--- src/rtl/word_aligner.sv ---
// rtl/word_aligner.sv - serial-to-10-bit word aligner with comma-based lock/verify/loss FSM

module word_aligner #(
   parameter logic [9:0] COMMA    = 10'b0011111010,
   parameter int         LOCK_CNT = 3,
   parameter int         LOSS_CNT = 4
) (
   input  logic       clk,
   input  logic       reset,
   input  logic       serial_in,
   input  logic       realign,
   output logic [9:0] word_out,
   output logic       word_valid,
   output logic       word_is_comma,
   output logic       locked,
   output logic       align_err
);

   typedef enum logic [1:0] {
      HUNT   = 2'd0,
      VERIFY = 2'd1,
      LOCKED = 2'd2
   } state_t;

   localparam logic [3:0] LOCK_TGT  = 4'(LOCK_CNT);
   localparam logic [3:0] LOSS_LAST = 4'(LOSS_CNT - 1);

   state_t     state_q, state_d;
   // Only the 9 most recent bits need storing: the 10th comes straight from serial_in.
   logic [8:0] sreg_q, sreg_d;
   logic [3:0] phase_q, phase_d;
   logic [3:0] hit_cnt_q, hit_cnt_d;
   logic [3:0] miss_cnt_q, miss_cnt_d;
   logic [9:0] word_out_q, word_out_d;
   logic       word_valid_q, word_valid_d;
   logic       word_is_comma_q, word_is_comma_d;
   logic       locked_q, locked_d;
   logic       align_err_q, align_err_d;

   logic [9:0] window;
   logic       hit;
   logic       boundary;

   assign window   = {sreg_q, serial_in};
   assign hit      = (window == COMMA);
   assign boundary = (phase_q == 4'd9);

   // Next-state logic: realign beats loss-of-lock, which beats word output, which beats hit detection.
   always_comb begin
      state_d         = state_q;
      sreg_d          = window[8:0];
      phase_d         = boundary ? 4'd0 : phase_q + 4'd1;
      hit_cnt_d       = hit_cnt_q;
      miss_cnt_d      = miss_cnt_q;
      word_out_d      = word_out_q;
      word_valid_d    = 1'b0;
      word_is_comma_d = word_is_comma_q;
      align_err_d     = 1'b0;

      if (realign) begin
         state_d     = HUNT;
         phase_d     = 4'd0;
         hit_cnt_d   = 4'd0;
         miss_cnt_d  = 4'd0;
         align_err_d = (state_q == LOCKED);
      end else begin
         unique case (state_q)
            HUNT: begin
               if (hit) begin
                  state_d   = VERIFY;
                  phase_d   = 4'd0;
                  hit_cnt_d = 4'd1;
               end
            end
            VERIFY: begin
               if (boundary) begin
                  if (hit) begin
                     if (hit_cnt_q + 4'd1 == LOCK_TGT) begin
                        state_d         = LOCKED;
                        hit_cnt_d       = 4'd0;
                        miss_cnt_d      = 4'd0;
                        word_out_d      = window;
                        word_is_comma_d = 1'b1;
                        word_valid_d    = 1'b1;
                     end else begin
                        hit_cnt_d = hit_cnt_q + 4'd1;
                     end
                  end else begin
                     state_d   = HUNT;
                     hit_cnt_d = 4'd0;
                  end
               end else if (hit) begin
                  // A comma on a different phase restarts verification there.
                  phase_d   = 4'd0;
                  hit_cnt_d = 4'd1;
               end
            end
            LOCKED: begin
               if (hit && !boundary) begin
                  if (miss_cnt_q == LOSS_LAST) begin
                     state_d     = HUNT;
                     align_err_d = 1'b1;
                     miss_cnt_d  = 4'd0;
                     hit_cnt_d   = 4'd0;
                  end else begin
                     miss_cnt_d = miss_cnt_q + 4'd1;
                  end
               end else if (boundary) begin
                  word_out_d      = window;
                  word_is_comma_d = hit;
                  word_valid_d    = 1'b1;
                  if (hit) begin
                     miss_cnt_d = 4'd0;
                  end
               end
            end
            default: begin
               state_d    = HUNT;
               hit_cnt_d  = 4'd0;
               miss_cnt_d = 4'd0;
            end
         endcase
      end

      locked_d = (state_d == LOCKED);
   end

   // State and output registers with synchronous active-high reset.
   always_ff @(posedge clk) begin
      if (reset) begin
         state_q         <= HUNT;
         sreg_q          <= '0;
         phase_q         <= '0;
         hit_cnt_q       <= '0;
         miss_cnt_q      <= '0;
         word_out_q      <= '0;
         word_valid_q    <= 1'b0;
         word_is_comma_q <= 1'b0;
         locked_q        <= 1'b0;
         align_err_q     <= 1'b0;
      end else begin
         state_q         <= state_d;
         sreg_q          <= sreg_d;
         phase_q         <= phase_d;
         hit_cnt_q       <= hit_cnt_d;
         miss_cnt_q      <= miss_cnt_d;
         word_out_q      <= word_out_d;
         word_valid_q    <= word_valid_d;
         word_is_comma_q <= word_is_comma_d;
         locked_q        <= locked_d;
         align_err_q     <= align_err_d;
      end
   end

   assign word_out      = word_out_q;
   assign word_valid    = word_valid_q;
   assign word_is_comma = word_is_comma_q;
   assign locked        = locked_q;
   assign align_err     = align_err_q;

endmodule

--- config.mk ---
export PLATFORM = sky130hd
export DESIGN_NAME = word_aligner
export DESIGN_NICKNAME = d
export VERILOG_FILES = /design/src/rtl/word_aligner.sv
export SDC_FILE = /design/constraint.sdc
export NUM_CORES = 1
export LEC_CHECK = 0
export ABC_AREA = 1
export BUFFER_PORTS_ARGS = -buffer_cell sky130_fd_sc_hd__buf_2
export CAP_MARGIN = 20
export CORE_MARGIN = 5
export CORE_UTILIZATION = 55
export CTS_CLUSTER_SIZE = 24
export DETAILED_ROUTE_END_ITERATION = 12
export GPL_ROUTABILITY_DRIVEN = 0
export MAX_ROUTING_LAYER = met4
export PLACE_DENSITY = 0.86
export RECOVER_POWER = 25
export SLEW_MARGIN = 20
export SYNTH_ARGS = -nofsm -noshare
export SYNTH_HDL_FRONTEND = slang
export SYNTH_SLANG_ARGS = --single-unit
--- constraint.sdc ---
create_clock -name clk -period 5.1 [get_ports clk]
set_clock_uncertainty 0.15 [all_clocks]
set_input_delay 0.255 -clock clk [delete_from_list [all_inputs] [get_ports clk]]
set_output_delay 0.255 -clock clk [all_outputs]
set_load 0.01 [all_outputs]
==> qor.yml, run 1 <==
critPathKind: "reg -> reg"
status: "finished, final reports clean"
io_pins: 18
ys_ff_latch: 37
rows: 20
vias_per_cell: 5.09
numCtsBuffers: 5
end_kind: "flop"
fin_nets: 265
cts_root_buffer: "clkbuf_4"
place_hpwl_um: 2510
area_delta_synth_final_pct: 12.0
critPathArrivalTime_ns: 2.32
fp.dieH_um: 66.2
rsz0062_at_grt: "false"
die_w_um: 66.2
antenna_found_initial: 0
cts_tree: "yes"
drt-total-wl_um: 3400
synthCells: 233
hp-class: "in -> reg"
layout_setup_ws_ns: 2.86
fmax_mhz: 446
dp_slack_ns: 2.90
path_common_cell: "nand2_1"
min_period_ns: 2.24
grt_pass1_wl_um: 6030
crit_path_cell_trace: "ha_1, nand2_1, nor2_4, inv_2, nand2_2, nand2_1, nor2_2, nand2_1, nand2_1, a21oi_1"
drtIter0Drc: 112
drv_cap: 0
path_max_fanout: 12
antennaDiodeCount: 0
grt_start_max_net_pins: 24
finalSetupViolCount: 0
postCtsSetupRepairBufs: 0
dieArea_um2: 4380
layout-drive-gt1-share_pct: 13.8
cp.required_ns: 5.18
wl_per_cell_um: 11.5
seq_area_frac_synth_pct: 42.7
clock_path_buffers: 2
vdd_ir_drop_max_uv: 162
yosys_warnings: 0
p_per_area_nw_per_um2: 286
slew_headroom_pct: 69.5
yosys-top-cells-area: "dfxtp_1 43%, nand2_1 10%, nand3_1 7.5%"
period_share_pct: 44.0
synth_nets: 246
critPathMaxStageDelay_ns: 0.40
hold_viol_final: 0
htreeDepth: 2
drtAntennaViolNets: 0
gr-usage-all-layers_pct: 18.3
port_buffers: 17
worst_setup_path_start_kind: "flop"
start_util_pct: 57.3
vias: 1513
yosysTopAreaCellShare_pct: 42.7
synth_area_per_cell_um2: 7.45
drc: 0
first_pass_iters: 4
slowest_stage: "dfxtp_1"
tightest_slew_ns: 0.457
grt_pass1_vias: 1363
syn_area_um2: 1740
leakagePower_nw: 0.785
tns_ns: 0
clkLatencyLatePin_ns: 0.36
drv_slew: 0
core_area_um2: 3030
clk_pin_slew_ns: 0.11
clock-sinks: 37
yosysTopAreaCell: "dfxtp_1"
fill_cells: 283
grt_remaining_overflow: 0
yosysUniqueCellTypes: 26
## per-layer routing
| layer | GRT usage (%) | routed length [µm] |
|---|---|---|
| met2 | 28.3 | 1600 |
| met1 | 22.8 | 1540 |
| met3 | 5.10 | 224 |
| met4 | 6.85 | 42 |
| met5 | - | 0 |
## synthesized netlist by cell type, drive strengths merged
master and number:
buf 3, dfxtp 37, a211oi 1, nand3 29, o21a 1, o31ai 1
o21ai 5, a21oi 21, nor3 1, ha 9, xor2 1, nor2 37
nor4 1, xnor2 2, inv 27, clkbuf 3, nand4 4, nand2 50
## state kept, by name (all words and copies together) (netlist names)
name,cells
state_q,2
word_valid,1
word_out,10
miss_cnt_q,4
locked,1
align_err,1
phase_q,4
sreg_q,9
hit_cnt_q,4
word_is_comma,1
## area by class of cell
| class | count | area (µm²) | share of cell area (%) |
|---|---|---|---|
| multi-input cells | 163 | 855 | 44.0 |
| flip-flops and latches | 37 | 741 | 38.1 |
| inverters | 27 | 101 | 5.21 |
| repair buffers | 18 | 90.1 | 4.63 |
| clock inverters | 3 | 65.1 | 3.35 |
| well taps | 44 | 55.1 | 2.83 |
| clock buffers | 5 | 37.5 | 1.93 |
## cells by family (layout without fill, tap and decap cells)
kind of cell / after synthesis / after routing / synth area share [%]
flops: 37 / 37 / 42.7
buf+inv: 33 / 53 / 8.07
compound gates: 29 / 29 / 9.23
simple gates: 122 / 122 / 32.0
fa+ha+maj: 9 / 9 / 6.49
xor+xnor: 3 / 3 / 1.51
## placed cells by master (no fill, tap or decap), drive strengths merged
master / count
a211oi: 1
a21oi: 21
buf: 13
bufinv: 2
clkbuf: 9
clkinv: 1
dfxtp: 37
dlygate4sd3: 1
ha: 9
inv: 27
nand2: 50
nand3: 29
nand4: 4
nor2: 37
nor3: 1
nor4: 1
o21a: 1
o21ai: 5
o31ai: 1
xnor2: 2
xor2: 1
## where the power goes
part	total, W	internal (W)	switching [W]	leakage, nW
sequential	0.000293	0.000291	0.00000184	0.299
clock	0.000252	0.000152	0.000100	0.0552
combinational	0.0000114	0.00000346	0.00000793	0.431
## per-stage QoR
step | cell area, µm² | hold slack (ns) | total power (W) | std cells | utilization, %
after floorplan | 1740 | 0.174 | 0.000306 | 233 | -
after global placement | 1840 | 0.277 | 0.000310 | 288 | 60.7
after detailed placement | 1840 | 0.282 | 0.000310 | 288 | 60.7
after CTS | 1950 | 0.0551 | 0.000556 | 297 | 64.4
after global routing | 1940 | 0.0644 | 0.000578 | 297 | 64.2
final | 1940 | 0.0498 | 0.000556 | 297 | 64.2
## worst paths after layout
check / end / slack (ns) / startpoint / cells past startpoint
worst max-delay path: word_out[0] / 2.86 / phase_q[0] / 10
worst min-delay path: state_q[0] / 0.05 / realign / 4
worst max register to register: word_out[0] / 2.86 / phase_q[0] / 10
worst min register to register: sreg_q[1] / 0.30 / sreg_q[0] / 2
## critical path: cells and delay by family, from the launching register on
family / cells / cell delay, ns
buffers and inverters: 1 / 0.10
and+or+nand+nor: 7 / 1.23
adders and majority gates: 1 / 0.17
AOI/OAI and AO/OA: 1 / 0.07
DFF: 1 / 0.40
## timing repair
item	in CTS	in global routing
gates resized for setup	0	0
hold buffers	1	0
endpoints found under the hold margin	1	0
(Power assumes the default switching activity.)
==> run 2: changes to the inputs <==
- clock period: 5.1 -> 2.19 ns (I/O delays scaled with it)
==> run 2 against run 1 <==
- utilization shrank 0.12 points
- flip-flop and latch count is the same
- critical endpoint is now word_out[2]
- setup slack lost 2.6 ns
- register-to-register slack lost 2.6 ns
- worst hold slack gained 0.24 ns
- via count grew 3.2%
- clock power grew 35%
- largest power group unchanged
- fmax grew 18%
- sequential share of layout area grew 0.074 points
- combinational power grew to 2.8 times the previous value
- critical path depth shrank 1
==> qor.yml, run 2 (same netlist as run 1, synthesis figures left out) <==
crit_buf_inv: 0  # -1
path_common_cell: "nand2_2"
drc: 0  # unchanged
largest_reg_flops: 10  # unchanged
placed_area_um2: 1850  # +0.82%
end_kind: "flop"
leakagePower_nw: 0.786  # about the same
fin_nets: 270  # +1.9%
slowest_stage: "dfxtp_1"
finalSetupViolCount: 0  # unchanged
hp-class: "reg -> reg"
clock_path_buffers: 2  # unchanged
cts_tree: "yes"
antenna_found_initial: 0  # unchanged
die_w_um: 66.2  # unchanged
vdd_ir_drop_max_uv: 345  # +110%
worst_setup_path_start_kind: "flop"
io_pins: 18  # unchanged
area_delta_synth_final_pct: 11.8
vias_per_cell: 5.17  # +1.5%
numCtsBuffers: 5  # unchanged
seqCellArea_um2: 741  # unchanged
path_max_fanout: 16  # +4
post-place-cells: 290  # +0.69%
final_cell_mix: "46 x nand2_1, 37 x dfxtp_1, 33 x nor2_1"
dieArea_um2: 4380  # unchanged
critPathArrivalTime_ns: 1.97  # -0.35 ns
layout-drive-gt1-share_pct: 14.3  # +0.51 points
vias: 1562  # +3.2%
drv_cap: 0  # unchanged
place_hpwl_um: 2610  # +4.1%
grt_start_max_net_pins: 24  # unchanged
min_period_ns: 1.90  # -0.342 ns
status: "finished, final reports clean"
design_area_um2: 1940  # -0.19%
postCtsSetupRepairBufs: 0  # unchanged
grt_remaining_overflow: 0  # unchanged
tns_ns: 0  # unchanged
layout_setup_ws_ns: 0.289  # -2.57 ns
start_util_pct: 57.3  # unchanged
clock-sinks: 37  # unchanged
rsz0062_at_grt: "false"
clk_pin_slew_ns: 0.11  # about the same
multi_input_area_um2: 857  # +0.29%
antennaDiodeCount: 0  # unchanged
htreeDepth: 2  # unchanged
crit_path_cell_trace: "ha_1, xnor2_1, nand3_2, nor2_4, nand2_2, nand2_4, nand2_2, nand2_1, a21oi_1"
fin_cells: 302  # +1.7%
drt-total-wl_um: 3480  # +2.4%
drv_slew: 0  # unchanged
dp_slack_ns: 0.184  # -2.71 ns
drtAntennaViolNets: 0  # unchanged
gr-usage-all-layers_pct: 19.3  # +0.98 points
tightest_slew_ns: 0.400  # -0.0573 ns
grt_pass1_vias: 1462  # +7.3%
grt_pass1_wl_um: 6270  # +3.9%
port_buffers: 17  # unchanged
clkLatencyLatePin_ns: 0.34  # -0.02 ns
critPathMaxStageDelay_ns: 0.36  # -0.04 ns
p_per_area_nw_per_um2: 542  # +90%
first_pass_iters: 4  # unchanged
period_share_pct: 86.8  # +43 points
fmax_mhz: 526  # +18%
slew_headroom_pct: 73.3  # +3.9 points
cp.required_ns: 2.26  # -2.92 ns
wl_per_cell_um: 11.5  # +0.69%
fill_cells: 269  # -4.9%
fp.dieH_um: 66.2  # unchanged
critical_path.top_delay_family: "simple AND/OR/NAND/NOR gates"
rows: 20  # unchanged
drtIter0Drc: 62  # -45%
fin_util_pct: 64.1  # -0.12 points
hold_viol_final: 0  # unchanged
core_area_um2: 3030  # unchanged
final_common_cell: "nand2_1"
critPathKind: "reg -> reg"
cts_root_buffer: "clkbuf_4"
-- run 2: changes by cell type in the layout (fill, tap and decap cells not counted) --
cell           before  now
nand2_2             2    3
nand2_1            47   46
buf_4               0    2
clkbuf_1            4    5
dlygate4sd3_1       1    4
bufinv_16           2    0
clkinv_2            1    2
-- run 2: final timing paths --
kind | startpoint | end | slack, ns | cells past startpoint
worst min register to register | sreg_q[0] | sreg_q[1] | 0.29 | 2
worst min-delay path | sreg_q[0] | sreg_q[1] | 0.29 | 2
worst max register to register | hit_cnt_q[0] | word_out[2] | 0.29 | 9
worst max-delay path | hit_cnt_q[0] | word_out[2] | 0.29 | 9
-- run 2: final cells by class --
| type | count | share of cell area (%) |
|---|---|---|
| inverters | 27 | 5.22 |
| well taps | 44 | 2.84 |
| clock buffers | 6 | 2.13 |
| clock inverters | 2 | 0.516 |
| multi-input cells | 163 | 44.2 |
| flip-flops and latches | 37 | 38.2 |
| repair buffers | 23 | 6.96 |
-- run 2: metrics by stage --
step / total power [W] / hold slack, ns
final: 0.00105 / 0.290
after global routing: 0.00110 / 0.327
after CTS: 0.00107 / 0.294
after detailed placement: 0.000722 / 0.214
after global placement: 0.000721 / 0.214
after floorplan: 0.000713 / 0.0286
-- run 2: repair_timing --
item,CTS,global route
resized for setup,0,1
endpoints found under the setup margin,0,5
hold buffers,4,0
endpoints found under the hold margin,13,0
-- run 2: power by group --
group / total (W) / leakage, nW / internal [W] / switching [W]
Sequential: 0.000681 / 0.299 / 0.000677 / 0.00000401
Clock: 0.000339 / 0.0320 / 0.000122 / 0.000217
Combinational: 0.0000314 / 0.455 / 0.0000117 / 0.0000197
-- run 2: worst register-to-register path: stages, from the launching register on --
cell and delay, ns:
dfxtp_1 0.36, ha_1 0.23, xnor2_1 0.21, nand3_2 0.13, nor2_4 0.13, nand2_2 0.07, nand2_4 0.15, nand2_2 0.18
nand2_1 0.11, a21oi_1 0.07
-- run 2: layer usage --
layer  vias up  GRT usage [%]  wire, µm
li1        798              -         -
met1       705           21.6      1540
met2        45           31.4      1640
met3        14           5.95       210
met4         0           8.88        95
met5         -              -         0
